## src/rtl/rom_ctrl_pkg.sv

```systemverilog
`default_nettype none
// ----------------------------------------------------------------------------
// rom_ctrl_pkg : shared types for the ROM controller scan reader
// Rev 1.0 - initial release
// ----------------------------------------------------------------------------
package rom_ctrl_pkg;

   typedef logic [3:0] mubi4_t;
   localparam mubi4_t MuBi4True  = 4'h6;
   localparam mubi4_t MuBi4False = 4'h9;

   localparam int unsigned ScanStateWidth = 6;

   // Every pair of codes differs in at least three bits.
   typedef enum logic [ScanStateWidth-1:0] {
      ScanIdle     = 6'b000111,
      ScanReading  = 6'b011001,
      ScanDraining = 6'b101010,
      ScanDone     = 6'b110100,
      ScanInvalid  = 6'b111111
   } scan_state_e;

endpackage
`default_nettype wire

```

## src/rtl/prim_fifo_sync.sv

```systemverilog
`default_nettype none
// ----------------------------------------------------------------------------
// prim_fifo_sync : small synchronous FIFO with push-full / pop-empty errors
// Rev 1.0 - initial release
// ----------------------------------------------------------------------------
module prim_fifo_sync #(
   parameter int unsigned Width = 8,
   parameter int unsigned Depth = 2
) (
   input  logic                       clk_i,
   input  logic                       rst_ni,
   input  logic                       wvalid_i,
   input  logic [Width-1:0]           wdata_i,
   input  logic                       rready_i,
   output logic                       rvalid_o,
   output logic [Width-1:0]           rdata_o,
   output logic [$clog2(Depth+1)-1:0] depth_o,
   output logic                       err_full_o,
   output logic                       err_empty_o
);

   localparam int unsigned PtrW   = (Depth > 1) ? $clog2(Depth) : 1;
   localparam int unsigned DepthW = $clog2(Depth + 1);

   logic [Width-1:0]  mem_q [Depth];
   logic [Width-1:0]  mem_d [Depth];
   logic [PtrW-1:0]   wptr_q, wptr_d;
   logic [PtrW-1:0]   rptr_q, rptr_d;
   logic [DepthW-1:0] cnt_q, cnt_d;
   logic              full, empty, do_push, do_pop;

   assign full    = (cnt_q == DepthW'(Depth));
   assign empty   = (cnt_q == '0);
   assign do_push = wvalid_i & ~full;
   assign do_pop  = rready_i & ~empty;

   always_comb begin
      mem_d  = mem_q;
      wptr_d = wptr_q;
      rptr_d = rptr_q;
      cnt_d  = cnt_q;
      if (do_push) begin
         mem_d[wptr_q] = wdata_i;
         wptr_d = (wptr_q == PtrW'(Depth - 1)) ? '0 : wptr_q + PtrW'(1);
      end
      if (do_pop) begin
         rptr_d = (rptr_q == PtrW'(Depth - 1)) ? '0 : rptr_q + PtrW'(1);
      end
      if (do_push && !do_pop) begin
         cnt_d = cnt_q + DepthW'(1);
      end else if (!do_push && do_pop) begin
         cnt_d = cnt_q - DepthW'(1);
      end
   end

   always_ff @(posedge clk_i or negedge rst_ni) begin
      if (!rst_ni) begin
         for (int i = 0; i < Depth; i++) begin
            mem_q[i] <= '0;
         end
         wptr_q <= '0;
         rptr_q <= '0;
         cnt_q  <= '0;
      end else begin
         mem_q  <= mem_d;
         wptr_q <= wptr_d;
         rptr_q <= rptr_d;
         cnt_q  <= cnt_d;
      end
   end

   assign rvalid_o    = ~empty;
   assign rdata_o     = mem_q[rptr_q];
   assign depth_o     = cnt_q;
   assign err_full_o  = wvalid_i & full;
   assign err_empty_o = rready_i & empty;

endmodule
`default_nettype wire

```

## src/rtl/prim_sparse_fsm_flop.sv

```systemverilog
`default_nettype none
// ----------------------------------------------------------------------------
// prim_sparse_fsm_flop : state register for sparsely encoded FSMs
// Rev 1.0 - initial release
// ----------------------------------------------------------------------------
module prim_sparse_fsm_flop #(
   parameter int unsigned           Width      = 1,
   parameter logic [Width-1:0]      ResetValue = '0
) (
   input  logic             clk_i,
   input  logic             rst_ni,
   input  logic [Width-1:0] state_i,
   output logic [Width-1:0] state_o
);

   logic [Width-1:0] state_q;

   always_ff @(posedge clk_i or negedge rst_ni) begin
      if (!rst_ni) begin
         state_q <= ResetValue;
      end else begin
         state_q <= state_i;
      end
   end

   assign state_o = state_q;

endmodule
`default_nettype wire

```

## src/rtl/rom_ctrl_scan_reader.sv

```systemverilog
`default_nettype none
// ----------------------------------------------------------------------------
// rom_ctrl_scan_reader : streams every ROM word to the digest engine, then
// hands the bus over.  Option: ROM_CTRL_SCAN_CNT_CHECK_EN adds a shadow counter.
// Rev 1.0 - initial release
// ----------------------------------------------------------------------------
module rom_ctrl_scan_reader
   import rom_ctrl_pkg::*;
#(
   parameter int unsigned AW       = 8,
   parameter int unsigned DW       = 39,
   parameter int unsigned RomDepth = 256
) (
   input  logic          clk_i,
   input  logic          rst_ni,
   input  logic          start_i,
   output logic          chk_req_o,
   output logic [AW-1:0] chk_addr_o,
   input  logic [DW-1:0] chk_rdata_i,
   output logic [DW-1:0] data_o,
   output logic          data_valid_o,
   input  logic          data_ready_i,
   output logic          data_last_o,
   output mubi4_t        sel_bus_o,
   output logic          done_o,
   output logic          alert_o
);

   if ((RomDepth < 2) || (64'(RomDepth) > (64'd1 << AW))) begin : g_rom_depth_check
      $error("RomDepth must lie in 2..2**AW");
   end

   localparam logic [AW-1:0] LastAddr = AW'(RomDepth - 1);

   scan_state_e               state_q, state_d;
   logic [ScanStateWidth-1:0] state_raw;

   logic [AW-1:0] addr_q, addr_d;
   logic          req_q, req_d;
   logic          last_q, last_d;
   logic          alert_q, alert_d;
   mubi4_t        sel_bus_q, sel_bus_d;

   logic          chk_req, credit_ok, state_illegal, fault, cnt_mismatch;
   logic          scan_active;
   logic          fifo_pop, fifo_rvalid, fifo_err_full, fifo_err_empty;
   logic [DW:0]   fifo_rdata;
   logic [1:0]    fifo_depth;

   prim_sparse_fsm_flop #(
      .Width      (ScanStateWidth),
      .ResetValue (ScanIdle)
   ) u_state_regs (
      .clk_i   (clk_i),
      .rst_ni  (rst_ni),
      .state_i (state_d),
      .state_o (state_raw)
   );

   assign state_q = scan_state_e'(state_raw);

   // Bit DW of each entry marks the word read from the final address.
   prim_fifo_sync #(
      .Width (DW + 1),
      .Depth (2)
   ) u_fifo (
      .clk_i       (clk_i),
      .rst_ni      (rst_ni),
      .wvalid_i    (req_q),
      .wdata_i     ({last_q, chk_rdata_i}),
      .rready_i    (fifo_pop),
      .rvalid_o    (fifo_rvalid),
      .rdata_o     (fifo_rdata),
      .depth_o     (fifo_depth),
      .err_full_o  (fifo_err_full),
      .err_empty_o (fifo_err_empty)
   );

   assign scan_active  = (state_q == ScanReading) || (state_q == ScanDraining);
   assign data_valid_o = fifo_rvalid & scan_active;
   assign fifo_pop     = data_valid_o & data_ready_i;

   always_comb begin
      state_d       = state_q;
      chk_req       = 1'b0;
      state_illegal = 1'b0;
      // Occupied slots plus the word in flight must leave room for one more.
      credit_ok     = ({1'b0, fifo_depth} + {2'b00, req_q}) < (3'd2 + {2'b00, fifo_pop});
      case (state_q)
         ScanIdle: begin
            if (start_i) begin
               state_d = ScanReading;
            end
         end
         ScanReading: begin
            chk_req = credit_ok;
            if (chk_req && (addr_q == LastAddr)) begin
               state_d = ScanDraining;
            end
         end
         ScanDraining: begin
            if (fifo_pop && fifo_rdata[DW]) begin
               state_d = ScanDone;
            end
         end
         ScanDone, ScanInvalid: begin
            state_d = state_q;
         end
         default: begin
            state_illegal = 1'b1;
         end
      endcase
      fault = state_illegal | fifo_err_full | fifo_err_empty | cnt_mismatch;
      if (fault) begin
         state_d = ScanInvalid;
         chk_req = 1'b0;
      end
   end

   always_comb begin
      addr_d = addr_q;
      if (chk_req && (addr_q != LastAddr)) begin
         addr_d = addr_q + AW'(1);
      end
      req_d     = chk_req;
      last_d    = chk_req && (addr_q == LastAddr);
      alert_d   = alert_q | fault;
      // Once granted, the bus stays with the consumer until reset.
      sel_bus_d = (state_d == ScanDone) ? MuBi4True : sel_bus_q;
   end

   always_ff @(posedge clk_i or negedge rst_ni) begin
      if (!rst_ni) begin
         addr_q    <= '0;
         req_q     <= 1'b0;
         last_q    <= 1'b0;
         alert_q   <= 1'b0;
         sel_bus_q <= MuBi4False;
      end else begin
         addr_q    <= addr_d;
         req_q     <= req_d;
         last_q    <= last_d;
         alert_q   <= alert_d;
         sel_bus_q <= sel_bus_d;
      end
   end

`ifdef ROM_CTRL_SCAN_CNT_CHECK_EN
   logic [AW-1:0] addr_dup_q, addr_dup_d;

   always_comb begin
      addr_dup_d = addr_dup_q;
      if (chk_req && (addr_dup_q != LastAddr)) begin
         addr_dup_d = addr_dup_q + AW'(1);
      end
   end

   always_ff @(posedge clk_i or negedge rst_ni) begin
      if (!rst_ni) begin
         addr_dup_q <= '0;
      end else begin
         addr_dup_q <= addr_dup_d;
      end
   end

   assign cnt_mismatch = (addr_dup_q != addr_q);
`else
   assign cnt_mismatch = 1'b0;
`endif

   assign chk_req_o   = chk_req;
   assign chk_addr_o  = addr_q;
   assign data_o      = fifo_rdata[DW-1:0];
   assign data_last_o = data_valid_o & fifo_rdata[DW];
   assign sel_bus_o   = sel_bus_q;
   assign done_o      = (state_q == ScanDone);
   assign alert_o     = alert_q;

endmodule
`default_nettype wire
```

## config.mk

```make
export PLATFORM = sky130hd
export DESIGN_NAME = rom_ctrl_scan_reader
export DESIGN_NICKNAME = d
export VERILOG_FILES = /design/src/rtl/rom_ctrl_pkg.sv /design/src/rtl/prim_fifo_sync.sv /design/src/rtl/prim_sparse_fsm_flop.sv /design/src/rtl/rom_ctrl_scan_reader.sv
export SDC_FILE = /design/constraint.sdc
export NUM_CORES = 1
export LEC_CHECK = 0
export BUFFER_PORTS_ARGS = -buffer_cell sky130_fd_sc_hd__buf_4
export CAP_MARGIN = 10
export CORE_UTILIZATION = 50
export DETAILED_ROUTE_END_ITERATION = 8
export PLACE_DENSITY_LB_ADDON = 0.08
export SETUP_SLACK_MARGIN = 0.2
export SKIP_LAST_GASP = 1
export SYNTH_ARGS = -nofsm -noshare
export SYNTH_HDL_FRONTEND = slang
export SYNTH_SLANG_ARGS = --single-unit
```

## constraint.sdc

```tcl
create_clock -name clk_i -period 4 [get_ports clk_i]
set_input_delay 0.8 -clock clk_i [delete_from_list [all_inputs] [get_ports clk_i]]
set_output_delay 0.8 -clock clk_i [all_outputs]
set_load 0.005 [all_outputs]
```

== Word level (Yosys, flattened, before mapping) ==
Cells that the tools add are included.

* Bits in latches: 0
* Memories: 0
* Logic and storage cells: 76
* Bits in read-only memories: 0
* Bits in registers: 105
* Input port bits: 43
* Output and inout port bits: 56
* Memory bits (writable): 0

* Add/subtract/negate cells: 7
* Muxes and demuxes: 18
* Eq/ne operators: 9
* Div/mod/pow operators: 0
* Multipliers: 0
* Reduce and logical (&&, ||, !) cells: 13
* Order comparisons: 4
* Shift operators: 0
* Bitwise operators: 14

{| class="wikitable"
|+ Operator list
! kind !! count
|-
| $mux 40 || 4
|-
| $bwmux 80 || 1
|-
| $demux 40 s1 || 1
|-
| $eq 6x6->1 const B || 4
|-
| $mux 6 || 4
|-
| $pmux 6 s3 || 1
|-
| $add 8x1->8 const B || 1
|-
| $eq 8x8->1 const B || 1
|-
| $ne 8x8->1 const B || 1
|-
| $and 1x1->1 || 7
|-
| $logic_and 1x1->1 || 7
|-
| $eq 6x3->1 const B || 1
|-
| $eq 6x5->1 const B || 1
|-
| $mux 1 || 5
|-
| $reduce_or 5->1 || 1
|-
| $ge 2x2->1 const B || 2
|-
| $mux 2 || 2
|-
| $not 1->2 || 2
|-
| $add 2x1->3 || 1
|-
| $add 2x1->3 const A || 1
|-
| $lt 3x3->1 || 1
|-
| $or 1x1->1 || 3
|-
| $add 1x1->1 const B || 2
|-
| $add 2x1->2 const B || 1
|-
| other kinds (8) || 10
|}

== Depth between registers and ports, before layout ==
Gate-level depths: netlist of the first run.

* Depth in word-level cells: 11
* Depth in mapped cells: 8
* Depth with buffers taken out: 8

== By module ==
From an unflattened synthesis of the first run, not the netlist that was laid out.

* Cells, all modules: 332
* Area total of the unflattened synthesis: 4,804.6 um2

{| class="wikitable"
|+ By module, submodules not included
! module !! cells each !! area each (um2) !! seq. area each (um2) !! times used
|-
| prim_fifo_sync || 235 || 3,757.4 || 2,102.0 || 1
|-
| rom_ctrl_scan_reader || 91 || 893.4 || 326.6 || 1
|-
| prim_sparse_fsm_flop || 6 || 153.9 || 153.9 || 1
|}

== Least setup slack after synthesis of the first run ==
No wires, ideal clock.

* Path kind: register -> output
* Start point: register u_fifo.cnt_q[0] (netlist: u_fifo.depth_o[0])
* End point: output chk_req_o
* Data required time: 3.200 ns
* Cell stages (with the launch flop): 8
* Buffers on the path: 1
* Arrival: 1.895 ns
* Path slack: 1.305 ns
* Path through: dfrtp_1 > ha_1 > ha_1 > or4b_1 > a211oi_2 > o21ai_1 > buf_6 > nor2_1

* Longest elaborated chain between the ends: 8
* Elaborated cells on any way between the ends: 14
* Those cells by class: add/sub: 2; order compare: 1; eq/ne: 1; mux: 2; bitwise: 7; reduce/logical: 1

{| class="wikitable"
|+ Ends and longest elaborated chain
! what !! line !! source
|-
| from (decl) || prim_fifo_sync.sv:29 || <nowiki>logic [DepthW-1:0] cnt_q, cnt_d;</nowiki>
|-
| from (signal assigned) || prim_fifo_sync.sv:68 || <nowiki>cnt_q <= cnt_d;</nowiki>
|-
| $logic_not 2->1 || prim_fifo_sync.sv:33 || <nowiki>assign empty = (cnt_q == '0);</nowiki>
|-
| $not 1->1 || prim_fifo_sync.sv:72 || <nowiki>assign rvalid_o = ~empty;</nowiki>
|-
| $and 1x1->1 || rom_ctrl_scan_reader.sv:80 || <nowiki>assign data_valid_o = fifo_rvalid & scan_active;</nowiki>
|-
| $and 1x1->1 || rom_ctrl_scan_reader.sv:81 || <nowiki>assign fifo_pop = data_valid_o & data_ready_i;</nowiki>
|-
| $add 2x1->3 || rom_ctrl_scan_reader.sv:88 || <nowiki>credit_ok = ({1'b0, fifo_depth} + {2'b00, req_q}) < (3'd2 + {2'b00, fifo_pop});</nowiki>
|-
| $lt 3x3->1 || rom_ctrl_scan_reader.sv:88 ||
|-
| $mux 1 || rom_ctrl_scan_reader.sv:89 || <nowiki>case (state_q)</nowiki>
|-
| $mux 1 (*) || rom_ctrl_scan_reader.sv:114 || <nowiki>if (fault) begin</nowiki>
|-
| to (decl) || rom_ctrl_scan_reader.sv:17 || <nowiki>output logic chk_req_o,</nowiki>
|}

Every way passes the cells marked *; elsewhere a longest branch is shown, timed or not.

== Final worst setup path of the first run ==
Same ends and word-level chain as after synthesis.

==> impl_metrics.env, run 1 <==
export IMPL_status="complete, no violations"
export IMPL_die_height_um=99.08
export IMPL_clk_insertion_delay_late_ns=0.36
export IMPL_post_cts_hold_buffer_count=0
export IMPL_final_std_cell_area_no_fill_um2=5727
export IMPL_dieArea_um2=9816
export IMPL_crit_path_max_fanout=11
export IMPL_syn_inst=336
export IMPL_clock_root_buffer="clkbuf_8"
export IMPL_max_freq_ghz=0.3014
export IMPL_maxCapViolations=0
export IMPL_critPathLaunchType="flip-flop"
export IMPL_synth_area_leader_cell="dfrtp_1"
export IMPL_initialDrtViolationCount=64
export IMPL_drive_above_1_share_pct=57.08
export IMPL_post_synthesis_mux_area_share_pct=28.89
export IMPL_clock_skews_ns=0.01155
export IMPL_post_synthesis_simple_gate_area_fraction_pct=7.329
export IMPL_syn_cell_area_um2=4712
export IMPL_tns_ns=0
export IMPL_post_dp_hpwl_um=5783
export IMPL_post_synth_fa_ha_maj_area_fraction_pct=1.062
export IMPL_postSynthNetCount=383
export IMPL_vias_per_cell=5.399
export IMPL_criticalPathCategory="flip-flop to output pin"
export IMPL_synth_compound_area_share_pct=3.505
export IMPL_setup_worst_path_end_class="output pin"
export IMPL_cts_repair_resize_count=0
export IMPL_final_max_slew_viol_count=0
export IMPL_via_count=2964
export IMPL_synth_xor_area_share_pct=2.230
export IMPL_tritoncts="done"
export IMPL_numPortBuffers=98
export IMPL_worst_hold_path_type="flip-flop to flip-flop"
export IMPL_max_slew_margin_rel_pct=30.28
export IMPL_gpl_final_weighted_congestion=0.8768
export IMPL_cp_data_required_time_ns=3.20
export IMPL_gr_usage_all_layers_pct=19.06
export IMPL_floorplan_initialDensity_pct=51.24
export IMPL_path_clk_slew_ns=0.10
export IMPL_core_um2=9196
export IMPL_setup_viol=0
export IMPL_postSynth_topFlopCell="dfrtp_1"
export IMPL_async_reset_ff_share_pct=100.0
export IMPL_synth_enable_flop_cells=0
export IMPL_layout_cells_most_common="mux2_2"
export IMPL_timing_final_crit_period_ns=3.318
export IMPL_finalHoldViolations=0
export IMPL_synth_top_area_share_pct=52.58
export IMPL_top_level_ports=99
export IMPL_cp_data_arrival_time_ns=2.52
export IMPL_layout_cells_most_common_list="113 x mux2_2, 102 x buf_4, 98 x dfrtp_1, 10 x nor2_1, 9 x clkbuf_8"
export IMPL_grt_setup_unrepaired="no"
export IMPL_ys_seq_area_share_pct=54.81
export IMPL_rows=35
export IMPL_route_final_wire_length_um=8724
export IMPL_synth_top_cells_by_area="dfrtp_1 53%, mux2_2 27%, dfstp_2 2.2%, mux2_1 1.7%, xor2_1 1.5%"
export IMPL_yosys_cell_types_count=48
export IMPL_grt_antenna_before_repair=0
export IMPL_synth_area_per_cell_um2=14.02
export IMPL_via_count_of_the_first_global_routing_pass=3070
export IMPL_synth_top_family_by_area="multiplexers"
export IMPL_final_core_util_pct=62.27
export IMPL_dr_pass1_iters=4
export IMPL_place_area_um2=5552
export IMPL_layout_worst_path_cycle_share_pct=82.95
export IMPL_grt_first_pass_wirelength_um=14580
export IMPL_detail_route_antenna_nets=0
export IMPL_max_ir_drop_vdd_v=0.0001777
export IMPL_cts_htree_levels=3
export IMPL_p_per_area_nw_per_um2=303.2
export IMPL_synth_ff_latch_count=103
export IMPL_remaining_drc_errors=0
export IMPL_clk_path_buf_depth=2
export IMPL_tritoncts_num_buffers=9
export IMPL_clock_sink_count=103
export IMPL_power_static_leakage_nw=2.847
export IMPL_layout_area_overhead_vs_synth_pct=21.53
export IMPL_post_layout_nonfiller_instances=549
export IMPL_wire_length_per_cell_after_detailed_routing_um=15.89
export IMPL_max_slew_worst_pin_slew_ns=1.042
export IMPL_grt_max_degree=56
export IMPL_die_w_um=99.08
export IMPL_yosys_warnings=0
export IMPL_postCtsSetupBuffers=0
export IMPL_power_mw=1.736
export IMPL_antenna_diode_count=0
export IMPL_numPlacedInstances=533
export IMPL_layout_nets=480
export IMPL_grt_overflow_total=0
==> cells by family (layout without fill, tap and decap cells) <==
logic type,Yosys count,in the layout
mux,121,121
xor+xnor,12,12
fa+ha+maj,4,4
compound gates,24,24
buf+inv,23,125
simple gates,49,49
flops,103,103
==> state kept, by name (all words and copies together), names as in the netlist <==
register,count
u_fifo.mem_q,80
last_q,1
u_fifo.wptr_q,1
req_q,1
u_fifo.rptr_q,1
sel_bus_o,2
u_state_regs.state_o,6
chk_addr_o,8
alert_o,1
u_fifo.depth_o,2
==> metal layers <==
layer	global-route usage, %	wire length, um
met1	25.35	4085
met2	30.93	4087
met3	4.752	445
met4	5.995	106
met5	0	0
==> critical path, cell delays in order (launching register included) <==
cell and delay [ns]:
dfrtp_1 0.47, ha_1 0.22, ha_1 0.19, or4b_1 0.51
a211oi_2 0.19, o21ai_1 0.10, buf_4 0.20, nor2_1 0.15
buf_4 0.14
==> per-stage QoR <==
stage | worst slack, ns | hold slack (ns)
after floorplan | 1.305 | 0.4377
after global placement | 1.062 | 0.4376
after detailed placement | 1.076 | 0.4399
after CTS | 0.6596 | 0.4548
after global routing | 0.4890 | 0.4806
final | 0.6819 | 0.4530
==> cell usage after synthesis, types with 2 or more instances <==
cell	instances
nor4_4	2
mux2_1	7
clkbuf_1	7
nand3_1	4
mux2_2	113
nand4_1	2
dfstp_2	4
xor2_1	8
o21ai_0	4
nor2_1	11
ha_1	4
nand2_1	7
xnor2_1	4
a31oi_1	5
dfrtp_1	99
o211ai_1	2
nor3_1	3
and3_1	2
and4bb_2	2
o21ai_1	3
nor3_2	3
a31o_2	2
buf_1	5
nand3b_1	2
inv_1	7
buf_4	2
==> report_power, final <==
| group | switching (mW) | internal [mW] |
|---|---|---|
| Combinational | 0.0339 | 0.0413 |
| Clock | 0.358 | 0.234 |
| Sequential | 0.00849 | 1.06 |
| Total | 0.401 | 1.34 |
==> final cells by class <==
type / instances / area, um2
well taps: 111 / 138.9
repair buffers: 102 / 765.7
clock inverters: 5 / 43.79
fillers: 740 / 3470
multi-input cells: 210 / 2037
flip-flops and latches: 103 / 2584
clock buffers: 11 / 131.4
inverters: 7 / 26.28
==> worst paths after layout <==
path                                                     from  depth (start not counted)                      endpoint  slack, ns
worst max-delay path            u_fifo.depth_o[0]$_DFFE_PN0P_                          8                     chk_req_o       0.68
worst min-delay path                 sel_bus_o[0]$_DFFE_PN1N_                          2      sel_bus_o[0]$_DFFE_PN1N_       0.45
worst max register to register  u_fifo.depth_o[0]$_DFFE_PN0P_                          8     chk_addr_o[1]$_DFFE_PN0P_       1.47
worst min register to register       sel_bus_o[0]$_DFFE_PN1N_                          2      sel_bus_o[0]$_DFFE_PN1N_       0.45
max in group asynchronous                              rst_ni                          2  u_fifo.mem_q[52]$_DFFE_PN0P_       2.72
min in group asynchronous                              rst_ni                          1   u_fifo.mem_q[4]$_DFFE_PN0P_       0.47
Note: power is estimated with default switching activity, not from simulation.
==> run 2, diff against run 1 <==
Clock period 4 ns to 3.15 ns, I/O delays scaled along.
==> impl_metrics.env, run 2 (synthesis gave the netlist of run 1 again) <==
export IMPL_status="complete, no violations"
export IMPL_power_frac_clock_pct=34.1
export IMPL_grt_antenna_before_repair=0
export IMPL_setup_worst_path_end_class="output pin"
export IMPL_final_max_slew_viol_count=0
export IMPL_clock_skews_ns=0.01129
export IMPL_combinationalPowerShare_pct=4.4
export IMPL_crit_chain="ha_4 -> ha_4 -> or4b_4 -> a211oi_2 -> o21ai_1 -> nor2_1 -> buf_4"
export IMPL_clk_insertion_delay_late_ns=0.36
export IMPL_critical_path_most_common_cell="ha_4"
export IMPL_post_cts_hold_buffer_count=0
export IMPL_layout_nets=483
export IMPL_multi_input_comb_area_um2=2066
export IMPL_timing_reg2reg_setup_slack_ns=0.72
export IMPL_route_final_wire_length_um=8931
export IMPL_max_ir_drop_vdd_v=0.0002535
export IMPL_grt_setup_unrepaired="yes"
export IMPL_met3_length_um=353
export IMPL_core_um2=9196
export IMPL_die_height_um=99.08
export IMPL_place_ws_ns=0.5721
export IMPL_r2r_cells=8
export IMPL_cp_data_required_time_ns=2.52
export IMPL_power_switching_uw=513.2
export IMPL_dieArea_um2=9816
export IMPL_worst_hold_path_type="input port to asynchronous set/reset pin"
export IMPL_tns_ns=0
export IMPL_maxCapViolations=0
export IMPL_numPortBuffers=98
export IMPL_largest_register="u_fifo.mem_q"
export IMPL_post_dp_hpwl_um=5999
export IMPL_power_static_leakage_nw=2.871
export IMPL_slowest_delay_ns=0.47
export IMPL_tritoncts="done"
export IMPL_vias_per_cell=5.379
export IMPL_clock_sink_count=103
export IMPL_grt_first_pass_wirelength_um=14800
export IMPL_tritoncts_num_buffers=9
export IMPL_num_fill_cells=722
export IMPL_remaining_drc_errors=0
export IMPL_drive_above_1_share_pct=58.50
export IMPL_layout_cells_most_common="mux2_2"
export IMPL_worst_r2r_src="u_fifo.depth_o[0]$_DFFE_PN0P_"
export IMPL_via_count=2969
export IMPL_netSwitchingFraction_pct=23.27
export IMPL_finalHoldViolations=0
export IMPL_worst_r2r_endpoint="chk_addr_o[1]$_DFFE_PN0P_"
export IMPL_path_clk_slew_ns=0.10
export IMPL_via_count_of_the_first_global_routing_pass=3023
export IMPL_grt_overflow_total=0
export IMPL_antenna_diode_count=0
export IMPL_max_slew_worst_pin_slew_ns=0.9166
export IMPL_top_level_ports=99
export IMPL_dr_pass1_iters=4
export IMPL_p_per_area_nw_per_um2=378.4
export IMPL_internal_power_mw=1.692
export IMPL_critPathSlowestCell="or4b_4"
export IMPL_met2WireLength_um=4282
export IMPL_gr_usage_all_layers_pct=19.31
export IMPL_final_core_util_pct=63.37
export IMPL_detail_route_antenna_nets=0
export IMPL_layout_area_overhead_vs_synth_pct=23.69
export IMPL_gpl_final_weighted_congestion=0.8824
export IMPL_sequential_share_of_power_pct=61.6
export IMPL_layout_cells_most_common_list="113 x mux2_2, 101 x buf_4, 97 x dfrtp_1, 10 x nor2_1, 9 x clkbuf_8"
export IMPL_max_freq_ghz=0.3503
export IMPL_critPathLaunchType="flip-flop"
export IMPL_top_signal_layer_used="met4"
export IMPL_clk_path_buf_depth=2
export IMPL_regArea_um2=2585
export IMPL_grt_max_degree=74
export IMPL_largest_register_ffs=80
export IMPL_cp_data_arrival_time_ns=2.22
export IMPL_routedLengthMet1_um=4143
export IMPL_crit_start="u_fifo.depth_o[0]$_DFFE_PN0P_"
export IMPL_setup_viol=0
export IMPL_criticalPathCategory="flip-flop to output pin"
export IMPL_die_w_um=99.08
export IMPL_timing_final_ws_setup_ns=0.2954
export IMPL_power_mw=2.205
export IMPL_crit_path_max_fanout=2
export IMPL_wire_length_per_cell_after_detailed_routing_um=16.18
export IMPL_initialDrtViolationCount=54
export IMPL_floorplan_initialDensity_pct=51.24
export IMPL_layout_worst_path_cycle_share_pct=90.62
export IMPL_max_slew_margin_rel_pct=38.90
export IMPL_rows=35
export IMPL_timing_final_crit_period_ns=2.855
export IMPL_cts_htree_levels=3
export IMPL_clock_root_buffer="clkbuf_8"
## run 2: worst max-delay path by stage
stage                            to  slack, ns
after global routing      chk_req_o       0.17
after floorplan           chk_req_o       0.63
after detailed placement  chk_req_o       0.57
after CTS                 chk_req_o       0.22
after global placement    chk_req_o       0.61
final                     chk_req_o       0.30
## run 2: layout make-up
cell class	instances	area share (%)
clock buffer	10	2.190
inverter	7	0.4508
timing repair buffer	105	14.38
clock inverter	6	0.7943
multi-input combinational	210	35.44
tap	111	2.383
sequential	103	44.35
## run 2: critical path: cells and delay by family, from the launching register on
| kind | cells | cell delay (ns) |
|---|---|---|
| and+or+nand+nor | 2 | 0.63 |
| DFF | 1 | 0.44 |
| AOI/OAI and AO/OA | 2 | 0.34 |
| adders and majority gates | 2 | 0.32 |
| buffers and inverters | 1 | 0.13 |
## run 2: stage by stage
stage | std cells | area, um2 | hold slack (ns)
4_1_cts | 551 | 5792 | 0.4257
6_report | 552 | 5828 | 0.3856
3_3_place_gp | 534 | 5609 | 0.4387
3_5_place_dp | 534 | 5609 | 0.4487
5_1_grt | 552 | 5828 | 0.4454
2_1_floorplan | 336 | 4712 | 0.3344
## run 2: power by group through the flow
stage               Sequential (mW)  Combinational [mW]  Clock, mW
floorplan                      1.38              0.0226          0
global placement               1.38              0.0960          0
detailed placement             1.38              0.0996          0
CTS                            1.36              0.0998      0.786
global route                   1.36               0.109      0.829
finish                         1.36              0.0963      0.751
## run 2: routing by layer
layer | global-route usage (%) | vias to the layer above
met1 | 25.91 | 1481
li1 | - | 1405
met4 | 7.240 | 0
met2 | 30.93 | 72
met5 | 0 | -
met3 | 4.255 | 11
## run 2: repair_timing
action,CTS,global route
pin swaps,0,5
setup endpoints to repair,1,1
hold endpoints to repair,0,0
gates resized for setup,1,5
cloned,0,0
buffers inserted,1,1
==> run 3, diff against run 2 <==
--- a/config.mk
+++ b/config.mk
@@ -9,3 +9,3 @@
 export CAP_MARGIN = 10
-export CORE_UTILIZATION = 50
+export CORE_UTILIZATION = 35
 export DETAILED_ROUTE_END_ITERATION = 8
@@ -17 +17,2 @@
 export SYNTH_SLANG_ARGS = --single-unit
+export TNS_END_PERCENT = 5
==> constraint.sdc (replaced) <==
create_clock -name clk_i -period 3.15 [get_ports clk_i]
set_input_delay 0.4725 -clock clk_i [delete_from_list [all_inputs] [get_ports clk_i]]
set_output_delay 0.4725 -clock clk_i [all_outputs]
set_load 0.005 [all_outputs]
==> impl_metrics.env, run 3 (synthesis gave the netlist of run 1 again) <==
export IMPL_grt_overflow_total=0
export IMPL_status="complete, no violations"
export IMPL_antenna_diode_count=0
export IMPL_gpl_final_weighted_congestion=0.7964
export IMPL_layout_nets=481
export IMPL_power_mw=2.551
export IMPL_largest_register_ffs=80
export IMPL_floorplan_initialDensity_pct=35.72
export IMPL_clk_path_buf_depth=2
export IMPL_largest_register="u_fifo.mem_q"
export IMPL_maxCapViolations=0
export IMPL_critPathLaunchType="flip-flop"
export IMPL_worst_hold_path_type="input port to asynchronous set/reset pin"
export IMPL_power_static_leakage_nw=2.924
export IMPL_place_ws_ns=0.6101
export IMPL_numPortBuffers=98
export IMPL_worst_r2r_src="u_fifo.depth_o[0]$_DFFE_PN0P_"
export IMPL_via_count=2969
export IMPL_top_level_ports=99
export IMPL_timing_final_crit_period_ns=2.799
export IMPL_criticalPathCategory="flip-flop to output pin"
export IMPL_p_per_area_nw_per_um2=427.4
export IMPL_path_clk_slew_ns=0.06
export IMPL_cp_data_arrival_time_ns=2.33
export IMPL_setup_viol=0
export IMPL_max_slew_worst_pin_slew_ns=0.6197
export IMPL_die_height_um=118.0
export IMPL_core_um2=13190
export IMPL_wire_length_per_cell_after_detailed_routing_um=15.64
export IMPL_remaining_drc_errors=0
export IMPL_clock_skews_ns=0.005547
export IMPL_timing_final_ws_setup_ns=0.3513
export IMPL_worst_r2r_endpoint="chk_addr_o[1]$_DFFE_PN0P_"
export IMPL_crit_chain="ha_1 -> ha_1 -> or4b_1 -> a211oi_2 -> o21ai_1 -> nor2_2 -> buf_4"
export IMPL_cts_htree_levels=3
export IMPL_clock_sink_count=103
export IMPL_layout_cells_most_common="mux2_2"
export IMPL_r2r_cells=8
export IMPL_post_layout_nonfiller_instances=613
export IMPL_detail_route_antenna_nets=0
export IMPL_critPathSlowestCell="or4b_1"
export IMPL_max_freq_ghz=0.3573
export IMPL_cp_data_required_time_ns=2.68
export IMPL_tritoncts_num_buffers=9
export IMPL_max_ir_drop_vdd_v=0.0001788
export IMPL_timing_reg2reg_setup_slack_ns=0.61
export IMPL_final_max_slew_viol_count=0
export IMPL_crit_path_max_fanout=7
export IMPL_clk_insertion_delay_late_ns=0.34
export IMPL_gr_usage_all_layers_pct=14.83
export IMPL_rows=42
export IMPL_die_w_um=118.0
export IMPL_grt_antenna_before_repair=0
export IMPL_finalHoldViolations=0
export IMPL_dieArea_um2=13930
export IMPL_grt_setup_unrepaired="no"
export IMPL_dr_pass1_iters=4
export IMPL_hold_slack_ns=0.1363
export IMPL_drive_above_1_share_pct=57.67
export IMPL_layout_area_overhead_vs_synth_pct=26.66
export IMPL_post_dp_hpwl_um=6320
export IMPL_slowest_delay_ns=0.53
export IMPL_layout_cells_most_common_list="113 x mux2_2, 100 x buf_4, 97 x dfrtp_1, 9 x nor2_1, 9 x clkbuf_16"
export IMPL_route_final_wire_length_um=9588
export IMPL_postCtsSetupBuffers=0
export IMPL_clock_root_buffer="clkbuf_16"
export IMPL_vias_per_cell=4.843
export IMPL_setup_worst_path_end_class="output pin"
export IMPL_grt_max_degree=59
export IMPL_numPlacedInstances=599
export IMPL_crit_start="u_fifo.depth_o[0]$_DFFE_PN0P_"
export IMPL_tns_ns=0
export IMPL_max_slew_margin_rel_pct=58.69
export IMPL_initialDrtViolationCount=124
export IMPL_endpoint="chk_req_o"
export IMPL_tritoncts="done"
export IMPL_via_count_of_the_first_global_routing_pass=3136
export IMPL_grt_first_pass_wirelength_um=15900
export IMPL_critical_path_most_common_cell="ha_1"
export IMPL_layout_worst_path_cycle_share_pct=88.85
run 3: area by class of cell:
cell class	count	area [um2]
Multi-Input combinational cell	210	2039
Timing Repair Buffer	103	810.8
Clock buffer	11	242.7
Fill cell	1225	7222
Clock inverter	3	43.79
Tap cell	176	220.2
Sequential cell	103	2585
Inverter	7	26.28
run 3: worst min-delay path by stage:
stage                                       end  slack, ns  cells past startpoint                      from
CTS                 u_fifo.mem_q[2]$_DFFE_PN0P_       0.16                      1                    rst_ni
detailed placement     sel_bus_o[0]$_DFFE_PN1N_       0.44                      2  sel_bus_o[0]$_DFFE_PN1N_
floorplan                     alert_o$_DFF_PN0_       0.18                      0                    rst_ni
finish              u_fifo.mem_q[2]$_DFFE_PN0P_       0.14                      1                    rst_ni
global placement       sel_bus_o[0]$_DFFE_PN1N_       0.44                      2  sel_bus_o[0]$_DFFE_PN1N_
global route        u_fifo.mem_q[2]$_DFFE_PN0P_       0.18                      1                    rst_ni
run 3: timing repair:
item                                    4_1_cts  5_1_grt
endpoints found under the setup margin        0        1
hold buffers                                  0        0
resized for setup                             0        2
run 3: report_power, final:
part	total (mW)	leakage (nW)	switching (mW)	internal, mW
registers	1.36	1.31	0.0108	1.35
logic	0.0972	1.47	0.0439	0.0533
clock network	1.09	0.142	0.464	0.631
total	2.55	2.92	0.519	2.03
run 3: metrics by stage:
step	cell area, um2	util, %
final	5968	45.25
after global routing	5968	45.25
after CTS	5964	45.22
after detailed placement	5678	43.05
after global placement	5678	43.05
after floorplan	4712	-
run 3: worst max-delay path, delay by kind of cell, from the launching register on:
family	cells	cell delay (ns)
simple gates	2	0.69
buf+inv	1	0.13
flops	1	0.45
fa+ha+maj	2	0.39
compound gates	2	0.32
run 3: metal layers:
layer	up-vias	global-route usage (%)	wire, um
li1	1399	-	-
met1	1490	19.22	4483
met2	66	23.64	4601
met3	14	3.149	295
met4	0	6.971	208
met5	-	0	0
